[src/rtl/crc_lfsr_gen.sv]
// crc_lfsr_gen -- parametrised CRC generator built on a right-shift Galois LFSR.
//
// Absorbs DATA_W message bits per accepted beat (in_data[0] first). On the
// in_last beat the result is captured on crc_value, then shifted out serially,
// LSB first, under a valid/ready handshake. The block then returns to IDLE
// with the register reloaded to SEED.
//
// Optional feature (macro CRC_CHECK_EN): adds check_mode/crc_ok/chk_done.
// A frame whose in_last beat carries check_mode=1 skips the serial send.
// chk_done pulses the next cycle and crc_ok reports whether the residue was zero.
//
// Ports:
//   CLK, RST      clock (rising edge), synchronous active-high reset
//   in_valid      input beat present
//   in_data       DATA_W message bits, bit 0 processed first
//   in_last       final beat of the message
//   in_ready      beat accepted when in_valid & in_ready (low while sending)
//   crc_out       serial CRC bit (registered)
//   crc_valid     crc_out valid (registered)
//   crc_ready     downstream accepts crc_out
//   crc_value     parallel CRC captured on the in_last beat
//   busy          frame in progress (CALC or SEND)
//   check_mode    [CRC_CHECK_EN] sampled with the in_last beat
//   crc_ok        [CRC_CHECK_EN] residue was zero, held until next chk_done
//   chk_done      [CRC_CHECK_EN] one-cycle pulse after a check frame
module crc_lfsr_gen #(
    parameter int                CRC_W    = 8,
    parameter logic [CRC_W-1:0]  TAP_MASK = 8'hC4,
    parameter logic [CRC_W-1:0]  SEED     = 8'hD8,
    parameter int                DATA_W   = 1
) (
    input  logic              CLK,
    input  logic              RST,
    input  logic              in_valid,
    input  logic [DATA_W-1:0] in_data,
    input  logic              in_last,
    output logic              in_ready,
    output logic              crc_out,
    output logic              crc_valid,
    input  logic              crc_ready,
    output logic [CRC_W-1:0]  crc_value,
`ifdef CRC_CHECK_EN
    input  logic              check_mode,
    output logic              crc_ok,
    output logic              chk_done,
`endif
    output logic              busy
);

    localparam int CNT_W = $clog2(CRC_W + 1);
    localparam logic [CNT_W-1:0] LAST_XFER = CNT_W'(CRC_W - 1);

    localparam logic [1:0] IDLE = 2'd0;
    localparam logic [1:0] CALC = 2'd1;
    localparam logic [1:0] SEND = 2'd2;

    logic [1:0]       state;
    logic [CRC_W-1:0] lfsr;
    logic [CRC_W-1:0] nxt;
    logic [CNT_W-1:0] cnt;
    logic             fb;
    logic             accept;
    logic             chk_beat;

    assign in_ready = (state != SEND);
    assign busy     = (state != IDLE);
    assign accept   = in_valid & in_ready;

`ifdef CRC_CHECK_EN
    assign chk_beat = check_mode;
`else
    assign chk_beat = 1'b0;
`endif

    // DATA_W single-bit Galois steps unrolled into one cycle.
    always_comb begin
        nxt = lfsr;
        fb  = 1'b0;
        for (int i = 0; i < DATA_W; i++) begin
            fb  = nxt[0] ^ in_data[i];
            nxt = (nxt >> 1) ^ (fb ? TAP_MASK : '0);
        end
    end

    always_ff @(posedge CLK) begin
        if (RST) begin
            state     <= IDLE;
            lfsr      <= SEED;
            cnt       <= '0;
            crc_valid <= 1'b0;
            crc_out   <= 1'b0;
            crc_value <= '0;
        end else begin
            case (state)
                IDLE, CALC: begin
                    if (accept) begin
                        lfsr <= nxt;
                        if (in_last) begin
                            crc_value <= nxt;
                            if (chk_beat) begin
                                // check frames never send; go straight back idle
                                state <= IDLE;
                                lfsr  <= SEED;
                            end else begin
                                // first serial bit is presented on SEND entry
                                state     <= SEND;
                                crc_valid <= 1'b1;
                                crc_out   <= nxt[0];
                            end
                        end else begin
                            state <= CALC;
                        end
                    end
                end
                SEND: begin
                    if (crc_ready) begin
                        if (cnt == LAST_XFER) begin
                            state     <= IDLE;
                            lfsr      <= SEED;
                            cnt       <= '0;
                            crc_valid <= 1'b0;
                            crc_out   <= 1'b0;
                        end else begin
                            lfsr    <= lfsr >> 1;
                            cnt     <= cnt + 1'b1;
                            // bit 1 becomes bit 0 after this shift
                            crc_out <= lfsr[1];
                        end
                    end
                end
                default: state <= IDLE;
            endcase
        end
    end

`ifdef CRC_CHECK_EN
    always_ff @(posedge CLK) begin
        if (RST) begin
            crc_ok   <= 1'b0;
            chk_done <= 1'b0;
        end else begin
            chk_done <= 1'b0;
            if (accept && in_last && check_mode) begin
                chk_done <= 1'b1;
                crc_ok   <= (nxt == '0);
            end
        end
    end
`endif

endmodule

[config.mk]
export PLATFORM = sky130hd
export DESIGN_NAME = crc_lfsr_gen
export DESIGN_NICKNAME = d
export VERILOG_FILES = /design/src/rtl/crc_lfsr_gen.sv
export SDC_FILE = /design/constraint.sdc
export NUM_CORES = 1
export LEC_CHECK = 0
export ABC_CLOCK_PERIOD_IN_PS = 3380
export CAP_MARGIN = 0
export CORE_ASPECT_RATIO = 1.5
export CORE_MARGIN = 3
export CORE_UTILIZATION = 50
export CTS_CLUSTER_DIAMETER = 40
export DETAILED_ROUTE_END_ITERATION = 10
export GPL_ROUTABILITY_DRIVEN = 0
export GPL_TIMING_DRIVEN = 1
export PLACE_DENSITY_LB_ADDON = 0.2
export SLEW_MARGIN = 20
export SYNTH_ARGS = -nofsm -noshare
export SYNTH_HDL_FRONTEND = slang
export SYNTH_SLANG_ARGS = --single-unit
[constraint.sdc]
create_clock -name CLK -period 3.38 [get_ports CLK]
set_input_delay 1.014 -clock CLK [delete_from_list [all_inputs] [get_ports CLK]]
set_output_delay 1.014 -clock CLK [all_outputs]
set_load 0.02 [all_outputs]
After elaboration in Yosys (flattened, before gate mapping)
Cells that the tools add are included.
{"block": "totals", "ff_bits": 24, "output_inout_bits": 12, "wordCells": 49}
{"block": "classes", "addsub": 1, "eq_ne": 8, "muxes": 21, "bitwise": 3, "reduce_logical": 10}
{"op": "two-way mux 8 bit", "count": 4}
{"op": "case mux 8 bit (2 select lines)", "count": 1}
{"op": "inequality test 2 bit, second input constant", "count": 5}
{"op": "AND reduction 3 bit", "count": 3}
{"op": "two-way mux 1 bit", "count": 8}
{"op": "two-way mux 2 bit", "count": 4}
{"op": "bitwise XOR 7 x 8 -> 8 bit", "count": 1}
{"op": "AND reduction 5 bit", "count": 1}
{"op": "adder 4 x 1 -> 4 bit, second input constant", "count": 1}
{"op": "== test 4 x 3 -> 1 bit, second input constant", "count": 1}
{"op": "two-way mux 4 bit", "count": 1}
{"op": "case mux 1 bit (2 select lines)", "count": 2}
{"op": "case mux 2 bit (2 select lines)", "count": 1}
{"op": "AND reduction 4 bit", "count": 1}
{"op": "nonzero test 2 bit", "count": 2}
{"op": "== test 2 x 1 -> 1 bit, second input constant", "count": 1}
{"op": "== test 2 bit, second input constant", "count": 1}
{"op": "logical NOT 2 bit", "count": 1}
{"op": "AND reduction 2 bit", "count": 1}
{"op": "OR reduction 2 bit", "count": 1}
{"op": "AND 1 bit", "count": 1}
{"op": "bitwise XOR 1 bit", "count": 1}

Logic depth before layout (Yosys ltp)
Gate-level depths: netlist of run 1.
{"block": "logic_depth", "depth_word": 6, "mapped_depth": 6}

Least setup slack after synthesis of run 1
Ideal clock, no wire load.
{"block": "synth_path", "path_type": "input -> register", "from": "in in_data", "to": "reg lfsr[6]", "setup_time_ps": 122, "arrival_ps": 1686, "required_ps": 3258, "slack_ps": 1572, "stages": 4, "cell_sequence": "xor2_1 > mux2i_2 > nand2b_1 > a221o_1"}
{"block": "synth_between", "elab_chain_len": 5}
{"element": "start, declared", "line_no": "35", "rtl": "input logic [DATA_W-1:0] in_data,"}
{"element": "bitwise XOR 1 bit", "line_no": "80", "rtl": "fb = nxt[0] ^ in_data[i];"}
{"element": "two-way mux 8 bit", "line_no": "81", "rtl": "nxt = (nxt >> 1) ^ (fb ? TAP_MASK : '0);"}
{"element": "bitwise XOR 7 x 8 -> 8 bit", "line_no": "81"}
{"element": "two-way mux 8 bit", "line_no": "96", "rtl": "if (accept) begin"}
{"element": "case mux 8 bit (2 select lines)", "line_no": "94", "rtl": "case (state)"}
{"element": "end signal, assigned", "line_no": "97", "rtl": "lfsr <= nxt;"}
{"element": "end signal, assigned", "line_no": "124", "rtl": "lfsr <= lfsr >> 1;"}
{"element": "end, declared", "line_no": "58", "rtl": "logic [CRC_W-1:0] lfsr;"}
No other way between the ends. The select of a mux whose other input is x is not followed.
A chain may end at the register's enable or synchronous reset.

Worst setup path after layout of run 1
{"block": "layout_path", "from": "reg state[1]", "to": "out in_ready"}
{"block": "layout_between", "elab_chain_len": 1}
{"element": "start, declared", "line_no": "57", "rtl": "logic [1:0] state;"}
{"element": "start signal, assigned", "line_no": "87", "rtl": "state <= IDLE;"}
{"element": "start signal, assigned", "line_no": "102", "rtl": "state <= IDLE;"}
{"element": "start signal, assigned", "line_no": "106", "rtl": "state <= SEND;"}
{"element": "inequality test 2 bit", "line_no": "65", "rtl": "assign in_ready = (state != SEND);"}
{"element": "end, declared", "line_no": "37", "rtl": "output logic in_ready,"}
No other way between the ends.

==> results.txt, run 1 <==
* Crit Path Max Fanout: 9
- Maximum level of the CTS H-tree: 1
- Power density cells: 433 nW/um^2
- Core footprint: 1880 um^2
* Layout Cells excl Fill: 153
- Critical Path RT: 2.37 ns
- The number of global-route vias before repair was 729.
- Once placement finished, the instance area stood at 1190 um^2.
- Static Leakage: 0.446 nW
* Post-route total power: 0.000527 W
- Synthesized area divided by synthesized cell count: 8.74 um^2
- Proportion of layout cells with a drive suffix above 1: 9.09%
- Half-perimeter wire length after detailed placement: 1470 um
- First-pass iteration count of the detailed router: 4
- After synthesis, flip-flops and latches occupy 47.0% of the total area.
- Vias: 851
- Layout overhead on the synthesized area: 19.1%
- Area used by multi-input combinational logic: 503 um^2
- Number of gates resized after CTS: 0
- Wires add up to 1950 um.
- For this run, the number of Yosys warnings is 0.
- Class of the worst hold path: reg2reg
- Min-Delay Path Depth: 2
- For this run the aggregate overflow at the end of global routing stands at 0.
- Critical R2R Capture: lfsr[6]
- Cell at the slowest stage of the critical path: sky130_fd_sc_hd__dfxtp_1
- For the worst flop-to-flop path, the logic depth is 4.
- For flop-to-flop paths, the worst setup slack is 1.82 ns.
* Die footprint: 2630 um^2
* Starting utilization of the core area: 54.4%
* Slew Viols, Final: 0
* Total setup buffers inserted after CTS: 0
* Post-Place Cells: 150
- The die is 61.4 um tall.
- Largest stage delay, worst path: 0.56 ns
* Delay-heaviest family, CP: buffers and inverters
- Peak supply drop: 356 uV
- Seq cells post-synth: 24
* Chain of cells forming the critical path: and2b_4 > inv_1 > clkdlybuf4s50_1
- Input and output buffers added on the ports amount to 17.
* Startpoint of the lowest-slack hold path: crc_value[6]
- Worst-Skew Late Latency: 0.31 ns
- STA classifies the critical path startpoint as a flop.
- The number of nets in the synthesized netlist is 124.
* Post-DR wirelength/cell: 12.8 um
- Tightest Pin Transition: 0.651 ns
* Endpoint kind of the worst setup timing path: primary output
* Cell at the root of the clock tree: sky130_fd_sc_hd__clkbuf_4
- Setup Crit Path Kind: reg2out
- During I/O placement, the number of pins put on the boundary was 18.
- Endpoint with the worst hold slack: crc_value[6]
* Number of flops mapped to enable cells by yosys: 0
- The first routing iteration left 14 violations.
- Number of DRC violations after detailed routing: 0
* TNS Setup: 0 ns
- FP Rows: 19
- Once detail routing completed, the nets flagged for antenna violations numbered 0.
- Setup WS post-layout: 0.639 ns
* Post-route fraction of the period consumed by the critical path: 81.1%
* Final setup skew: 0.00349 ns
- In the final layout, flip-flops and latches occupy 480 um^2.
- Netlist area before placement: 1020 um^2
- CTS Buf Count: 3
- The worst pin sits at a relative slew slack of 56.4%.
- CTS Hold Buffers Added: 0
- Number of sinks on the clock net: 24
* Pre-CTS setup slack: 0.773 ns
* Setup repair after global routing missed its margin: no
- Number of filler cells placed in the layout: 169
- The library cells used most frequently in the layout, excluding fill and tap cells, are sky130_fd_sc_hd__dfxtp_1, sky130_fd_sc_hd__nand2_1, sky130_fd_sc_hd__clkdlybuf4s50_1.
- Using the TritonRoute via totals, the vias-per-cell ratio works out to 5.56.
* CP arrival: 1.73 ns
- Pin count of the biggest net entering global routing: 15
* N_diodes: 0
* Fmax achieved: 365 MHz
* Buffer levels on the longest clock path: 2
- The first global-routing pass estimated 3170 um of wire.
* Worst reg2reg startpoint: state[1]
* Share of synthesized flip-flops with an asynchronous set or reset: 0%
* Min cycle time layout: 2.74 ns
- Bufs and invs on worst path: 2
- The flow ran to the end, and the final reports show no timing, DRC or antenna violations.
- Main synth FF type: sky130_fd_sc_hd__dfxtp_1
* Number of failing hold endpoints at the final stage: 0
* Clock-pin slew reported for the worst setup and hold paths after clock tree synthesis: 0.12 ns
- TritonCTS built the clock tree.
- Die outline width: 42.9 um
- Synthesis produced 117 cells.
- Number of antenna violations at the first check in global routing: 0
- Setup violations remaining at the end of the flow were counted as 0.
* Finished layout cell area: 1220 um^2
- Most common library cell in the layout ignoring fill and taps: sky130_fd_sc_hd__dfxtp_1
- The tool flagged a number of max-cap violations equal to 0.
* Final-stage net count: 141
- Yosys mapped the design onto 33 distinct sky130hd cell types.
- GRT Total Usage: 15.8%
==> logic make-up (layout without fill, tap and decap cells) <==
family / count (synthesis) / count (layout) / share of synthesized area [%]
AND/OR/NAND/NOR: 50 / 50 / 25.0
AO/OA/AOI/OAI: 28 / 28 / 17.4
flip-flops: 24 / 24 / 47.0
buffers and inverters: 8 / 23 / 3.79
XOR/XNOR: 5 / 5 / 4.28
adder cells (fa/ha/maj): 1 / 1 / 1.22
multiplexers: 1 / 1 / 1.35
==> registers in the layout, indices dropped and copies added (netlist names) <==
name and count:
crc_value 8, lfsr 8, cnt 4, state 2
crc_out 1, crc_valid 1
==> cells in the mapped netlist, types with 3 or more instances <==
master	number	share of area (%)
sky130_fd_sc_hd__a21oi_1	16	7.8
sky130_fd_sc_hd__clkbuf_1	4	1.5
sky130_fd_sc_hd__dfxtp_1	24	47
sky130_fd_sc_hd__nand2_1	23	8.4
sky130_fd_sc_hd__nand3_1	5	2.4
sky130_fd_sc_hd__nor2_1	8	2.9
sky130_fd_sc_hd__nor3_1	4	2.0
sky130_fd_sc_hd__xnor2_1	3	2.6
==> routing by layer <==
layer / GRT usage (%) / routed length [um]
met3: 2.63 / 57
met2: 25.5 / 947
met4: 8.00 / 31
met5: 0 / 0
met1: 20.4 / 917
==> power by group <==
part | leakage, nW | switching [W] | internal (W)
registers | 0.196 | 0.0000142 | 0.000300
logic | 0.236 | 0.0000484 | 0.0000446
clock network | 0.0138 | 0.0000788 | 0.0000416
total | 0.446 | 0.000141 | 0.000386
==> tightest hold or removal path, stage by stage, from the launching register on <==
cell                      delay [ns]
sky130_fd_sc_hd__dfxtp_1        0.33
sky130_fd_sc_hd__nand2_1        0.05
sky130_fd_sc_hd__a21oi_1        0.05
==> worst max path at each step <==
stage | startpoint | to | slack [ns] | depth (start not counted)
floorplan | in_data | lfsr[6] | 1.57 | 4
global placement | in_valid | crc_valid | 0.85 | 5
detailed placement | in_valid | crc_valid | 0.77 | 5
CTS | state[1] | in_ready | 0.64 | 3
global route | state[1] | in_ready | 0.54 | 3
finish | state[1] | in_ready | 0.64 | 3
==> layout make-up <==
class | instances | area share (%)
Multi-Input combinational cell | 85 | 41.3
Tap cell | 21 | 2.16
Sequential cell | 24 | 39.5
Timing Repair Buffer | 18 | 14.6
Clock buffer | 3 | 1.85
Inverter | 2 | 0.617
==> metrics by stage <==
stage	util [%]	hold slack, ns
4_1_cts	64.8	0.465
5_1_grt	64.8	0.486
3_5_place_dp	63.6	0.448
2_1_floorplan	-	0.427
3_3_place_gp	63.6	0.442
6_report	64.8	0.457
No activity file was read; power rests on OpenSTA's default activity.
==> run 2, diff against run 1 <==
--- a/config.mk
+++ b/config.mk
@@ -5,11 +5,11 @@
 export SDC_FILE = /design/constraint.sdc
 export NUM_CORES = 1
 export LEC_CHECK = 0
-export ABC_CLOCK_PERIOD_IN_PS = 3380
+export ABC_CLOCK_PERIOD_IN_PS = 2400
 export CAP_MARGIN = 0
 export CORE_ASPECT_RATIO = 1.5
 export CORE_MARGIN = 3
-export CORE_UTILIZATION = 50
+export CORE_UTILIZATION = 45
 export CTS_CLUSTER_DIAMETER = 40
 export DETAILED_ROUTE_END_ITERATION = 10
 export GPL_ROUTABILITY_DRIVEN = 0
==> constraint.sdc (replaced) <==
create_clock -name CLK -period 2.4 [get_ports CLK]
set_input_delay 0.72 -clock CLK [delete_from_list [all_inputs] [get_ports CLK]]
set_output_delay 0.72 -clock CLK [all_outputs]
set_load 0.02 [all_outputs]
==> run 2 against run 1 <==
Effect of this change: combinational power increased by 45%; global-route usage up 0.24 points; die area grew 9.8%; clock power rose by 140%; first-iteration DRC count rose by 36%; utilization down 4.2 points; via count up 0.47%; power grew 64%; hold slack improved by 0.0080 ns; highest routed layer is now met3.
==> results.txt, run 2 (synthesis gave the netlist of run 1 again) <==
- For the worst-skew pair, the clock arrives at the later sink with an insertion delay of 0.31 ns.
- GRT Total Usage: 16.1%
- Post-detailed-route via-to-cell ratio: 5.41
- Measured against its own limit, the worst slew margin works out to 72.7%.
- The multi-input combinational cells in the finished layout cover a total of 503 um^2.
- Sequential cell area: 482 um^2
* Class of the worst hold path: reg2reg
* Slew Viols, Final: 0
- Min cycle time layout: 2.28 ns
* Biggest registers after layout: crc_value (8), lfsr (8), cnt (4)
* First-pass iteration count of the detailed router: 7
* Setup Crit Path Kind: reg2out
* Vias: 855
- The flow ran to the end, and the final reports show no timing, DRC or antenna violations.
* FP Rows: 20
* Final-stage net count: 144
* IO buf count: 17
- For the worst setup path, the data required time is 1.68 ns.
- Cell at the root of the clock tree: sky130_fd_sc_hd__clkbuf_4
* Layout overhead on the synthesized area: 24.7%
- Number of ports placed on the die boundary: 18
* Setup repair after global routing missed its margin: no
- The longest clock path from root to sink contains 2 buffers.
- Post-DR wirelength/cell: 13.0 um
- Layout Cells excl Fill: 158
- First-iteration detailed-routing DRC count: 19
- CTS Buf Count: 3
- Setup slack on the critical path of the routed design comes to 0.124 ns.
* Post-Place Cells: 154
* Cell-internal power: 0.000658 W
- Crit Path Max Fanout: 9
* Setup violators final: 0
- CTS built an H-tree with a depth of 1.
* Starting utilization of the core area: 48.6%
- Cells with a size suffix above 1 make up 12.5% of the layout.
- Sequential share of power: 51.1%
- N_diodes: 0
* Global route overflow: 0
- Clock-pin slew reported for the worst setup and hold paths after clock tree synthesis: 0.14 ns
* Reported max-cap violation count: 0
- Setup crit start kind: flop
- Number of DRC violations after detailed routing: 0
- Clock tree from TritonCTS: built
- Number of failing hold endpoints at the final stage: 0
* Die footprint: 2890 um^2
- Height of the die: 64.4 um
- ANT nets after route: 0
- Derived from the worst setup path, the maximum achievable clock frequency is 439 MHz.
* Static Leakage: 0.477 nW
- Peak supply drop: 491 uV
- Power density cells: 678 nW/um^2
* TNS Setup: 0 ns
- The final layout contains routed wiring with a total length of 2060 um.
- Top library cells by usage in the layout, fill and taps aside: sky130_fd_sc_hd__nand2_1, sky130_fd_sc_hd__dfxtp_1, sky130_fd_sc_hd__a21oi_1, sky130_fd_sc_hd__clkdlybuf4s50_1, sky130_fd_sc_hd__nor2_1
- Along the worst hold path, the cell count comes to 2.
* Post-route fraction of the period consumed by the critical path: 94.8%
* Clk pwr share: 33.3%
* First-pass GRT wire length: 3610 um
* CP arrival: 1.56 ns
- Number of antenna violations at the first check in global routing: 0
- Final setup skew: 0.0114 ns
* Endpoint kind of the worst setup timing path: primary output
- Pin count of the biggest net entering global routing: 15
- Number of filler cells placed in the layout: 202
- CTS saw 24 sinks.
- Core footprint: 2100 um^2
- Via count of the first global-routing pass: 867
- Pre-CTS setup slack: 0.223 ns
- The number of setup buffers added after CTS is 0.
- Of the total power, combinational logic draws 15.6%.
- Net switching fraction of the power: 24.0%
* Half-perimeter wire length after detailed placement: 1620 um
- For the pin with the worst max-slew slack, the measured transition is 0.409 ns.
- Worst reg2reg path depth: 5
- Die outline width: 44.9 um
- For this design the total switching power over the nets is 0.000207 W.
-- run 2: worst paths after layout --
check,start,slack (ns),endpoint
setup / recovery,state[1],0.12,busy
hold / removal,crc_value[6],0.46,crc_value[6]
setup reg to reg,cnt[0],0.90,lfsr[4]
hold reg to reg,crc_value[6],0.46,crc_value[6]
-- run 2: final cells by class --
class / count / area share [%]
timing repair buffer: 21 / 15.9
clock buffer: 3 / 1.77
sequential: 24 / 37.8
tap: 22 / 2.16
multi-input combinational: 85 / 39.5
clock inverter: 1 / 2.36
inverter: 2 / 0.589
-- run 2: timing repair --
item                       CTS  global route
setup endpoints to repair    1             1
gates resized for setup      1             1
hold buffers                 0             0
-- run 2: metal layers --
| layer | track usage [%] | wire, um | vias to the layer above |
|---|---|---|---|
| met2 | 30.2 | 1180 | 16 |
| met4 | 5.49 | 0 | 0 |
| li1 | - | - | 444 |
| met1 | 17.0 | 833 | 395 |
| met3 | 2.54 | 46 | 0 |
| met5 | 0 | 0 | - |
-- run 2: critical path: stages (launching register included) --
cell and delay (ns):
sky130_fd_sc_hd__dfxtp_2 0.40, sky130_fd_sc_hd__or2_2 0.30, sky130_fd_sc_hd__clkdlybuf4s50_1 0.54
-- run 2: metrics by stage --
| stage | utilization (%) | hold WS (ns) | instance area, um^2 | total power [W] |
|---|---|---|---|---|
| 2_1_floorplan | - | 0.427 | 1020 | 0.000535 |
| 3_3_place_gp | 58.0 | 0.444 | 1220 | 0.000585 |
| 3_5_place_dp | 58.0 | 0.446 | 1220 | 0.000588 |
| 4_1_cts | 60.5 | 0.467 | 1270 | 0.000871 |
| 5_1_grt | 60.7 | 0.478 | 1270 | 0.000910 |
| 6_report | 60.7 | 0.465 | 1270 | 0.000865 |
-- run 2: power groups by stage --
stage / clock network, W / logic (W) / registers, W
6_report: 0.000288 / 0.000135 / 0.000442
5_1_grt: 0.000316 / 0.000148 / 0.000447
4_1_cts: 0.000292 / 0.000136 / 0.000443
3_5_place_dp: 0 / 0.000136 / 0.000451
3_3_place_gp: 0 / 0.000135 / 0.000451
2_1_floorplan: 0 / 0.0000795 / 0.000455
==> RTL change: new RTL, config.mk and constraints of run 2 <==
`CRC_W`: 8 -> 16.
--- a/src/rtl/crc_lfsr_gen.sv
+++ b/src/rtl/crc_lfsr_gen.sv
@@ -26,3 +26,3 @@
 module crc_lfsr_gen #(
-    parameter int                CRC_W    = 8,
+    parameter int                CRC_W    = 16,
     parameter logic [CRC_W-1:0]  TAP_MASK = 8'hC4,
Interface: changed (resized crc_value); port bits go from 18 to 26. No check against the original RTL was run, so the function may have changed too.
==> RTL change against run 2 <==
- setup slack worse by 0.014 ns
- sequential cell count is 1 higher
- combinational power grew 17%
- global-route usage shrank 0.41 points
- routed wire length up 20%
- total power shrank 7.5%
- cell area grew 11%
- area after synthesis increased by 19%
- cell count grew 18%
- highest routed layer is now met4
==> RTL change: results (changes against run 2) <==
stage,metric,value,unit,change
status,status,finished clean,,
routing,initial drt markers,13,,-6
timing,clk_skew,0.00352,ns,-0.00793 ns
pwr,Flop pwr share,57.3,%,+6.2 points
worst_setup_path,Reg2Reg Depth,3,,-2
worst_setup_path,reg2reg start,state[1],,
yosys,most common library cells after synthesis,"25 x dfxtp_1, 16 x nand2_1, 14 x a21oi_1",,
cells_and_area,final-stage net count,158,,+9.7%
pwr,VDD IR max,0.332,mV,-32%
yosys,count of cell types in the netlist,43,,+30%
clocking,Clock Path Buffers,2,,unchanged
hold_path,class of the worst hold path,reg -> reg,,
pwr,Switching Share,27.8,%,+3.8 points
hold_path,Min-Delay Endpoint,crc_value[3],,
pwr,Pleak,0.527,nW,+10%
pwr,Comb power,0.158,mW,+17%
global_routing,All-Layer GR Usage,15.6,%,-0.41 points
clocking,Root Buffer,clkbuf_4,,
yosys,ys async rst share,0,%,unchanged
placed_design,port bufs,17,,unchanged
placed_design,Placed Area,1390,um^2,+14%
timing,Min Hold Slack,0.458,ns,-0.00700 ns
global_routing,vias in the first global route,945,,+9.0%
worst_setup_path,"Data arrival, critical path",1.57,ns,
routing,number of vias per cell,5.30,,-2.0%
yosys,top post-synthesis cells by area,"dfxtp_1 41%, buf_4 6.2%, a21oi_1 5.7%",,
yosys,post-synth top area share,41.0,%,-6.0 points
clocking,worst skew pair latency,0.31,ns,about the same
global_routing,largest net degree at the start of global routing,14,,-1
clocking,Post-CTS Resized,0,,-1
cells_and_area,share of layout cells above drive strength 1,10.0,%,-2.5 points
hold_path,hold_sp,lfsr[4],,
worst_setup_path,crit path max fanout,11,,+2
global_routing,first-pass GRT wire length,4.22,mm,+17%
placed_design,DP HPWL,1.93,mm,+19%
clocking,clock transition at the registers of the reported paths,0.12,ns,-0.02 ns
clocking,# H-tree levels,1,,unchanged
cells_and_area,top flop regs,"crc_value x8, lfsr x8, cnt x5",,
routing,WL final,2.48,mm,+20%
floorplan,initial core utilization,48.7,%,+0.070 points
worst_setup_path,FF-to-FF End,lfsr[4],,
yosys,yosys warns,0,,unchanged
yosys,sequential element share of the synthesized area,41.0,%,-6.0 points
routing,DRT Pass-1 Iters,4,,-3
==> RTL change: cell types whose count changed after synthesis, sizes merged, moves of 2 or more <==
cell / delta
a21oi: -2
a31o: +2
buf: +12
inv: +2
nand2: -7
nand2b: +2
nor2: -6
nor4: +2
o221ai: +4
o22ai: +2
xor2: -2
==> RTL change: metal layers <==
layer	wire length (um)	track usage, %	vias up
met2	1370	29.1	22
met4	29	6.65	0
met3	66	1.94	4
li1	-	-	498
met1	1010	17.5	462
met5	0	0	-
==> RTL change: kinds of logic after synthesis <==
| logic type | synth area share, % |
|---|---|
| mux | 1.74 |
| simple gates | 22.4 |
| xor+xnor | 5.33 |
| other cells | 0.307 |
| flops | 41.0 |
| buf+inv | 10.5 |
| fa+ha+maj | 1.03 |
| compound gates | 17.7 |
==> RTL change: cell type report <==
cell class	instances	area, um^2
clock buffer	4	26.3
fill	245	1090
inverter	4	15.0
multi-input combinational	95	618
sequential	25	500
tap	36	45.0
timing repair buffer	22	208
==> RTL change: per-stage QoR <==
stage | setup slack [ns] | power, mW | cells | utilization (%)
final | 0.110 | 0.800 | 186 | 56.4
after global routing | 0.0175 | 0.846 | 186 | 56.4
after CTS | 0.0907 | 0.812 | 186 | 56.4
after detailed placement | 0.204 | 0.627 | 182 | 55.3
after global placement | 0.254 | 0.624 | 182 | 55.3
after floorplan | 0.893 | 0.584 | 141 | -
==> RTL change: worst max path at each step <==
stage          startpoint   endpoint  slack (ns)
2_1_floorplan         RST  crc_valid        0.89
3_3_place_gp    crc_ready    lfsr[4]        0.25
3_5_place_dp    crc_ready     cnt[2]        0.20
4_1_cts          state[1]       busy        0.09
5_1_grt          state[1]       busy        0.02
6_report         state[1]       busy        0.11
